[src/rtl/muldiv_pkg.sv]
// Shared encodings for the iterative multiply/divide unit: op codes, FSM states, counter width.
package muldiv_pkg;

  localparam int DEF_WIDTH = 32;

  typedef enum logic [1:0] {
    OP_MULTU = 2'b00,
    OP_DIVU  = 2'b01,
    OP_MULT  = 2'b10,
    OP_DIV   = 2'b11
  } op_e;

  typedef enum logic [1:0] {
    S_IDLE = 2'b00,
    S_RUN  = 2'b01,
    S_DONE = 2'b10
  } state_e;

  // Counter must hold the value WIDTH itself, not just WIDTH-1.
  function automatic int iter_w(input int w);
    return $clog2(w) + 1;
  endfunction

  localparam int ITER_W = iter_w(DEF_WIDTH);

endpackage

[src/rtl/muldiv_step.sv]
// One multiply (shift-add) or divide (restore-subtract) iteration; purely combinational.
// Latency 0; no flow control, the caller owns sequencing.
module muldiv_step
  import muldiv_pkg::*;
#(
  parameter int WIDTH = DEF_WIDTH
) (
  input  logic             i_mode,     // 0 multiply, 1 divide
  input  logic [WIDTH-1:0] i_acc,      // product upper half / partial remainder
  input  logic [WIDTH-1:0] i_operand,  // multiplicand / divisor
  input  logic             i_bit,      // mul: multiplier lsb; div: next dividend bit
  output logic [WIDTH-1:0] o_acc,
  output logic             o_bit       // mul: bit entering the low half; div: quotient bit
);

  logic [WIDTH:0]   w_sum;
  logic [WIDTH:0]   w_shift;
  logic [WIDTH-1:0] w_diff;
  logic             w_ge;

  assign w_sum   = {1'b0, i_acc} + (i_bit ? {1'b0, i_operand} : '0);
  assign w_shift = {i_acc, i_bit};
  assign w_ge    = (w_shift >= {1'b0, i_operand});
  // Only taken when w_shift >= operand, so the true difference fits WIDTH bits.
  assign w_diff  = w_shift[WIDTH-1:0] - i_operand;

  always_comb begin
    o_acc = '0;
    o_bit = 1'b0;
    if (i_mode) begin
      if (w_ge) begin
        o_acc = w_diff;
        o_bit = 1'b1;
      end else begin
        o_acc = w_shift[WIDTH-1:0];
        o_bit = 1'b0;
      end
    end else begin
      o_acc = w_sum[WIDTH:1];
      o_bit = w_sum[0];
    end
  end

endmodule

[src/rtl/muldiv_unit.sv]
// Iterative MULT/MULTU/DIV/DIVU with HI/LO registers; result 33 edges after start, busy stalls issue.
// Signed ops and their sign fix-up exist only when MULDIV_SIGNED_EN is defined.
module muldiv_unit
  import muldiv_pkg::*;
#(
  parameter int WIDTH = DEF_WIDTH
) (
  input  logic             clk,
  input  logic             rst_n,
  input  logic             start,
  input  logic [1:0]       op,
  input  logic [WIDTH-1:0] rs_data,
  input  logic [WIDTH-1:0] rt_data,
  input  logic             hi_we,
  input  logic             lo_we,
  input  logic [WIDTH-1:0] wdata,
  output logic             busy,
  output logic             done,
  output logic [WIDTH-1:0] hi,
  output logic [WIDTH-1:0] lo
);

  localparam int CNT_W = iter_w(WIDTH);

  state_e           r_state;
  state_e           w_next;
  logic [CNT_W-1:0] r_cnt;
  logic [WIDTH-1:0] r_acc;
  logic [WIDTH-1:0] r_q;
  logic [WIDTH-1:0] r_opnd;
  logic [WIDTH-1:0] r_hi;
  logic [WIDTH-1:0] r_lo;
  logic             r_div;

  logic             w_last;
  logic             w_div_op;
  logic [WIDTH-1:0] w_rs_mag;
  logic [WIDTH-1:0] w_rt_mag;
  logic [WIDTH-1:0] w_res_hi;
  logic [WIDTH-1:0] w_res_lo;
  logic [WIDTH-1:0] w_step_acc;
  logic             w_step_bit;

  assign w_last   = (r_cnt == CNT_W'(WIDTH));
  assign w_div_op = (op == OP_DIVU) || (op == OP_DIV);

  muldiv_step #(.WIDTH(WIDTH)) u_step (
    .i_mode    (r_div),
    .i_acc     (r_acc),
    .i_operand (r_opnd),
    .i_bit     (r_div ? r_q[WIDTH-1] : r_q[0]),
    .o_acc     (w_step_acc),
    .o_bit     (w_step_bit)
  );

`ifdef MULDIV_SIGNED_EN
  logic                 w_sgn;
  logic                 w_rs_neg;
  logic                 w_rt_neg;
  logic                 r_neg_q;
  logic                 r_neg_r;
  logic [2*WIDTH-1:0]   w_prod;
  logic [2*WIDTH-1:0]   w_prod_fix;

  assign w_sgn    = (op == OP_MULT) || (op == OP_DIV);
  assign w_rs_neg = w_sgn & rs_data[WIDTH-1];
  assign w_rt_neg = w_sgn & rt_data[WIDTH-1];
  assign w_rs_mag = w_rs_neg ? -rs_data : rs_data;
  assign w_rt_mag = w_rt_neg ? -rt_data : rt_data;

  always_ff @(posedge clk or negedge rst_n) begin
    if (!rst_n) begin
      r_neg_q <= 1'b0;
      r_neg_r <= 1'b0;
    end else if (r_state == S_IDLE && start) begin
      r_neg_q <= w_rs_neg ^ w_rt_neg;
      r_neg_r <= w_rs_neg;
    end
  end

  // Product and quotient share the xor sign; remainder follows the dividend.
  assign w_prod     = {r_acc, r_q};
  assign w_prod_fix = r_neg_q ? -w_prod : w_prod;
  assign w_res_hi   = r_div ? (r_neg_r ? -r_acc : r_acc) : w_prod_fix[2*WIDTH-1:WIDTH];
  assign w_res_lo   = r_div ? (r_neg_q ? -r_q : r_q) : w_prod_fix[WIDTH-1:0];
`else
  assign w_rs_mag = rs_data;
  assign w_rt_mag = rt_data;
  assign w_res_hi = r_acc;
  assign w_res_lo = r_q;
`endif

  always_ff @(posedge clk or negedge rst_n) begin
    if (!rst_n) r_state <= S_IDLE;
    else        r_state <= w_next;
  end

  always_comb begin
    w_next = r_state;
    case (r_state)
      S_IDLE:  if (start) w_next = S_RUN;
      S_RUN:   if (w_last) w_next = S_DONE;
      S_DONE:  w_next = S_IDLE;
      default: w_next = S_IDLE;
    endcase
  end

  always_comb begin
    busy = 1'b0;
    done = 1'b0;
    case (r_state)
      S_RUN:   busy = 1'b1;
      S_DONE:  done = 1'b1;
      default: ;
    endcase
  end

  // mul: {acc,q} = {0, multiplier} shifts right; div: {acc,q} = {0, dividend} shifts left.
  always_ff @(posedge clk or negedge rst_n) begin
    if (!rst_n) begin
      r_cnt  <= '0;
      r_acc  <= '0;
      r_q    <= '0;
      r_opnd <= '0;
      r_div  <= 1'b0;
      r_hi   <= '0;
      r_lo   <= '0;
    end else begin
      case (r_state)
        S_IDLE: begin
          if (start) begin
            r_div  <= w_div_op;
            r_cnt  <= '0;
            r_acc  <= '0;
            r_q    <= w_div_op ? w_rs_mag : w_rt_mag;
            r_opnd <= w_div_op ? w_rt_mag : w_rs_mag;
          end else begin
            if (hi_we) r_hi <= wdata;
            if (lo_we) r_lo <= wdata;
          end
        end
        S_RUN: begin
          if (w_last) begin
            r_hi <= w_res_hi;
            r_lo <= w_res_lo;
          end else begin
            r_cnt <= r_cnt + CNT_W'(1);
            r_acc <= w_step_acc;
            r_q   <= r_div ? {r_q[WIDTH-2:0], w_step_bit} : {w_step_bit, r_q[WIDTH-1:1]};
          end
        end
        default: ;
      endcase
    end
  end

  assign hi = r_hi;
  assign lo = r_lo;

endmodule

[config.mk]
export PLATFORM = sky130hd
export DESIGN_NAME = muldiv_unit
export DESIGN_NICKNAME = d
export VERILOG_FILES = /design/src/rtl/muldiv_pkg.sv /design/src/rtl/muldiv_step.sv /design/src/rtl/muldiv_unit.sv
export SDC_FILE = /design/constraint.sdc
export NUM_CORES = 1
export LEC_CHECK = 0
export ABC_AREA = 1
export CAP_MARGIN = 20
export CORE_MARGIN = 3
export CORE_UTILIZATION = 40
export DETAILED_ROUTE_END_ITERATION = 8
export MAX_ROUTING_LAYER = met4
export PLACE_DENSITY_LB_ADDON = 0.2
export SYNTH_ARGS = -nofsm -noshare
export SYNTH_HDL_FRONTEND = slang
export SYNTH_HIERARCHICAL = 1
export SYNTH_SLANG_ARGS = --single-unit
[constraint.sdc]
create_clock -name clk -period 8.6 [get_ports clk]
set_input_delay 2.15 -clock clk [delete_from_list [all_inputs] [get_ports clk]]
set_output_delay 2.15 -clock clk [all_outputs]
set_load 0.1 [all_outputs]
* Word-level counts from Yosys, hierarchy flattened
Cells that the tools add are included.
** Word-level totals
- Register bits :: 169
- Output and inout bits :: 66
- Logic and storage cells :: 62
** Operators by class
- Add/sub/neg operators :: 3
- $lt $le $gt $ge :: 1
- Equal/unequal tests :: 11
- Multiplexer cells :: 31
- Reductions and logical operators :: 8
** Operators with widths (count)
- two-way mux 32 bit :: 16
- case mux 32 bit (2 select lines) :: 4
- adder 32 x 33 -> 33 bit :: 1
- greater-or-equal comparator 33 x 32 -> 1 bit :: 1
- subtractor 32 bit :: 1
- two-way mux 6 bit :: 2
- != test 2 bit, second input constant :: 6
- case mux 6 bit (2 select lines) :: 1
- AND reduction 4 bit :: 2
- adder 6 x 1 -> 6 bit, second input constant :: 1
- == test 6 bit, second input constant :: 1
- two-way mux 1 bit :: 5
- == test 2 x 1 -> 1 bit, second input constant :: 2
- == test 2 bit, second input constant :: 2
- two-way mux 2 bit :: 2
- case mux 2 bit (2 select lines) :: 1
- AND reduction 2 bit :: 2
- AND reduction 3 bit :: 1
- zero test 2 bit :: 1
- nonzero test 2 bit :: 1
- logical OR 1 bit :: 1

* Logic depth before layout (Yosys ltp)
- Depth after elaboration :: 7
- Mapped depth :: 21
- Gate-level depth less buffers :: 20

* Modules after synthesis
Netlist, hierarchy kept.
** By module, submodules not included
- muldiv_unit :: times used 1, cells each 1166, area an instance 8612.0 sq um, seq. area each 4229.1 sq um
- muldiv_step :: times used 1, cells each 1192, area an instance 5839.4 sq um, seq. area each 0.0 sq um

* Worst setup path before layout
Ideal clock, no wire load.
- Path kind :: reg2out
- Start point :: reg r_state[1]
- End point :: out done
- Arrival time :: 1847 ps
- Data required time :: 6450 ps
- Slack :: 4603 ps
- Cell stages (with the launch flop) :: 4
- Cell sequence :: dfrtp_1 inv_2 clkbuf_1 nor2_1
** Between the ends
- Word-level cells in the longest chain between the ends :: 2
** RTL lines
- start: declaration :: RTL line muldiv_unit.sv:25 : state_e r_state;
- start signal: assignment :: RTL line muldiv_unit.sv:95 : else r_state <= w_next;
- == test 2 bit :: RTL line muldiv_unit.sv:111 : case (r_state)
- two-way mux 1 bit :: RTL line muldiv_unit.sv:111
- end: declaration :: RTL line muldiv_unit.sv:18 : output logic done,
No other way between the ends.

* Final worst setup path
- Start point :: reg r_state[1]
- End point :: out busy
** Between the ends
- Word-level cells in the longest chain between the ends :: 2
** RTL lines
- == test 2 x 1 -> 1 bit :: RTL line muldiv_unit.sv:111
- two-way mux 1 bit :: RTL line muldiv_unit.sv:111
- end: declaration :: RTL line muldiv_unit.sv:17 : output logic busy,
No other way between the ends.

==> results.toml <==
[status]
status = "complete, no violations"

[worst_setup_path]
critPathArrivalTime_ns = 2.66
worst-setup-path-type = "flip-flop to output port"
crit_family = "buffers and inverters"
endpoint_kind = "output port"
path_max_fanout = 40
worstPathRequired_ns = 6.45
worstPathBufferInverterCount = 3
cp_cell_sequence = "inv_2, nand2_2, clkinv_2, clkdlybuf4s50_1"
slowest_stage = "clkdlybuf4s50_1"
cp-start-kind = "flip-flop"
critPathMaxStageDelay_ns = 1.25

[place]
place.gp.congestion = 0.936
dpl.hpwl_um = 40200
pre_cts_ws_ns = 4.25
io_buffers = 167

[clock_network]
cts_tree = "built"
clock_latency_ns = 0.44
postCtsResizedCells = 0
post-cts-setup-buffer-count = 0
cts_hold_buf = 0
cts_buffer_depth = 2
root_buffer = "clkbuf_16"
cts.reportedPaths.clkPinSlew_ns = 0.06
clock_sinks = 169
numCtsBuffers = 17
htreeDepth = 4

[global_routing]
grt_pass1_vias = 14808
grt_pass1_wl_um = 82200
grt_util_all_layers = 0.277
overflow = 0
antenna_found_initial = 4
grt_max_degree = 103

[floorplan]
start_util = 0.412
io_pins = 169
dieHeight_um = 196
core_um2 = 35100
fp.dieW_um = 196
rows = 68
die-area_um2 = 38400

[timing]
finalHoldViolCount = 0
tns_ns = 0
worst_pin_slew_ns = 1.02
drv_slew = 0
finClkSkew_ns = 0.0132
period_share = 0.560
rsz0062_at_grt = "false"
final.min_clock_period_ns = 4.81
relSlewSlack = 0.321
setup_ws_ns = 3.79
setup_violations = 0
max_freq_mhz = 208
whs_ns = 0.482

[drt]
drc = 0
drt_iter0_markers = 1311
detail-route-antenna-nets = 0
avgViaCountPerCell = 5.26
via_count = 15402
wl_per_cell_um = 17.8
dr.pass1.iters = 6
finalWirelength_um = 52100

[logic_synthesis]
syn-num-nets = 2530
synth_seq_cells = 169
syn_area_um2 = 14500
yosysUniqueCellTypes = 39
syn_area_per_cell_um2 = 6.13
syn_inst = 2358
ys_warn_count = 6
seq_area_frac_synth = 0.293

[hold_path]
hold_class = "flip-flop to flip-flop"

[layout]
fin_nets = 2625
fin_util = 0.482
drive_gt1_frac = 0.0499
area_growth_pct = 16.9

[flow_run]
cap_violations = 0
registers in the layout, indices dropped and copies added, names as in the netlist:
signal,count
r_div,1
r_q,32
r_cnt,6
r_state,2
r_acc,32
hi,32
r_opnd,32
lo,32
area by class of cell:
| cell class | instances | area, µm² |
|---|---|---|
| fill | 3723 | 18200 |
| sequential | 169 | 4230 |
| multi-input combinational | 1823 | 8750 |
| clock buffer | 24 | 482 |
| timing repair buffer | 184 | 1800 |
| antenna | 5 | 12.5 |
| tap | 455 | 569 |
| inverter | 258 | 970 |
| clock inverter | 8 | 87.6 |
metal layers:
metal	GRT usage	up-vias	share of wire	routed length, µm
met5	-	-	0	0
met4	0.0755	0	0.024	1250
met3	0.0479	59	0.068	3540
met2	0.414	478	0.44	22700
met1	0.388	7134	0.47	24700
li1	-	7731	-	-
placed cells by master (no fill, tap or decap), types with 3 or more instances in the layout:
master / count
diode_2: 5
dfrtp_1: 168
nor2_2: 11
and2_1: 4
o21ai_0: 113
a21o_1: 3
clkbuf_8: 3
clkbuf_16: 17
o211ai_1: 17
nor3_1: 9
a21oi_2: 3
clkdlybuf4s50_1: 165
inv_2: 10
buf_4: 17
o21ai_1: 5
a31oi_1: 32
clkbuf_1: 4
ha_1: 67
o21ai_2: 3
clkinv_1: 6
nand3b_1: 30
a21oi_1: 73
nand2_2: 13
inv_1: 241
xor2_1: 3
nor2_1: 176
or2_2: 26
nand2_1: 965
xnor2_1: 16
o21bai_1: 5
nand4_1: 80
nand3_1: 152
o21a_1: 4
worst paths after layout:
kind,startpoint,cells after the start,to,slack [ns]
max in group asynchronous,rst_n,2,r_div$_DFFE_PN0P_,5.17
worst max register to register,r_div$_DFFE_PN0P_,20,r_q[31]$_DFFE_PN0P_,4.61
worst min register to register,lo[1]$_DFFE_PN0P_,2,lo[1]$_DFFE_PN0P_,0.48
worst min-delay path,lo[1]$_DFFE_PN0P_,2,lo[1]$_DFFE_PN0P_,0.48
worst max-delay path,r_state[1]$_DFFE_PN0P_,4,busy,3.79
min in group asynchronous,rst_n,1,lo[22]$_DFFE_PN0P_,1.83
tightest hold or removal path, stage by stage, from the launching register on:
cell	delay, ns
dfrtp_1	0.34
nand2_1	0.05
nand2_1	0.06
cells by family after synthesis:
family	after synthesis	share of synthesized area
AOI/OAI and AO/OA	260	0.0990
xor gates and xnor gates	19	0.0115
adders and majority gates	69	0.0608
buffers and inverters	366	0.103
DFF	169	0.293
and+or+nand+nor	1475	0.433
Yosys cell counts:
library cell | number | area (µm²)
nand2_1 | 968 | 3630
inv_1 | 242 | 908
nor2_1 | 176 | 661
dfrtp_1 | 169 | 4230
nand3_1 | 152 | 761
o21ai_0 | 114 | 571
nand4_1 | 80 | 500
a21oi_1 | 73 | 365
ha_1 | 67 | 838
buf_2 | 49 | 245
clkbuf_1 | 43 | 161
a31oi_1 | 32 | 200
nand3b_1 | 30 | 225
or2_2 | 26 | 163
o211ai_1 | 17 | 128
xnor2_1 | 16 | 140
nor2_2 | 11 | 68.8
inv_2 | 10 | 37.5
nand2_2 | 10 | 62.6
nor3_1 | 9 | 45.0
o21ai_1 | 7 | 35.0
buf_4 | 6 | 45.0
clkinv_1 | 6 | 22.5
buf_1 | 5 | 18.8
buf_6 | 5 | 56.3
o21bai_1 | 5 | 37.5
a21oi_2 | 4 | 35.0
and2_1 | 4 | 25.0
o21a_1 | 4 | 30.0
a21o_1 | 3 | 22.5
xor2_1 | 3 | 26.3
fa_1 | 2 | 40.0
nand2_4 | 2 | 22.5
nand3_2 | 2 | 20.0
nor4_1 | 2 | 12.5
a211oi_1 | 1 | 7.51
nand2_8 | 1 | 20.0
nor2_4 | 1 | 11.3
nor2_8 | 1 | 20.0
metrics by stage:
| stage | cells | instance area, µm² |
|---|---|---|
| detailed placement | 2889 | 16300 |
| global placement | 2889 | 16300 |
| CTS | 2921 | 16900 |
| floorplan | 2358 | 14500 |
| finish | 2926 | 16900 |
| global route | 2925 | 16900 |
Power is left out: the tool's default activity adds up to more than one toggle a clock period on the data nets, which glitch-free logic cannot reach.
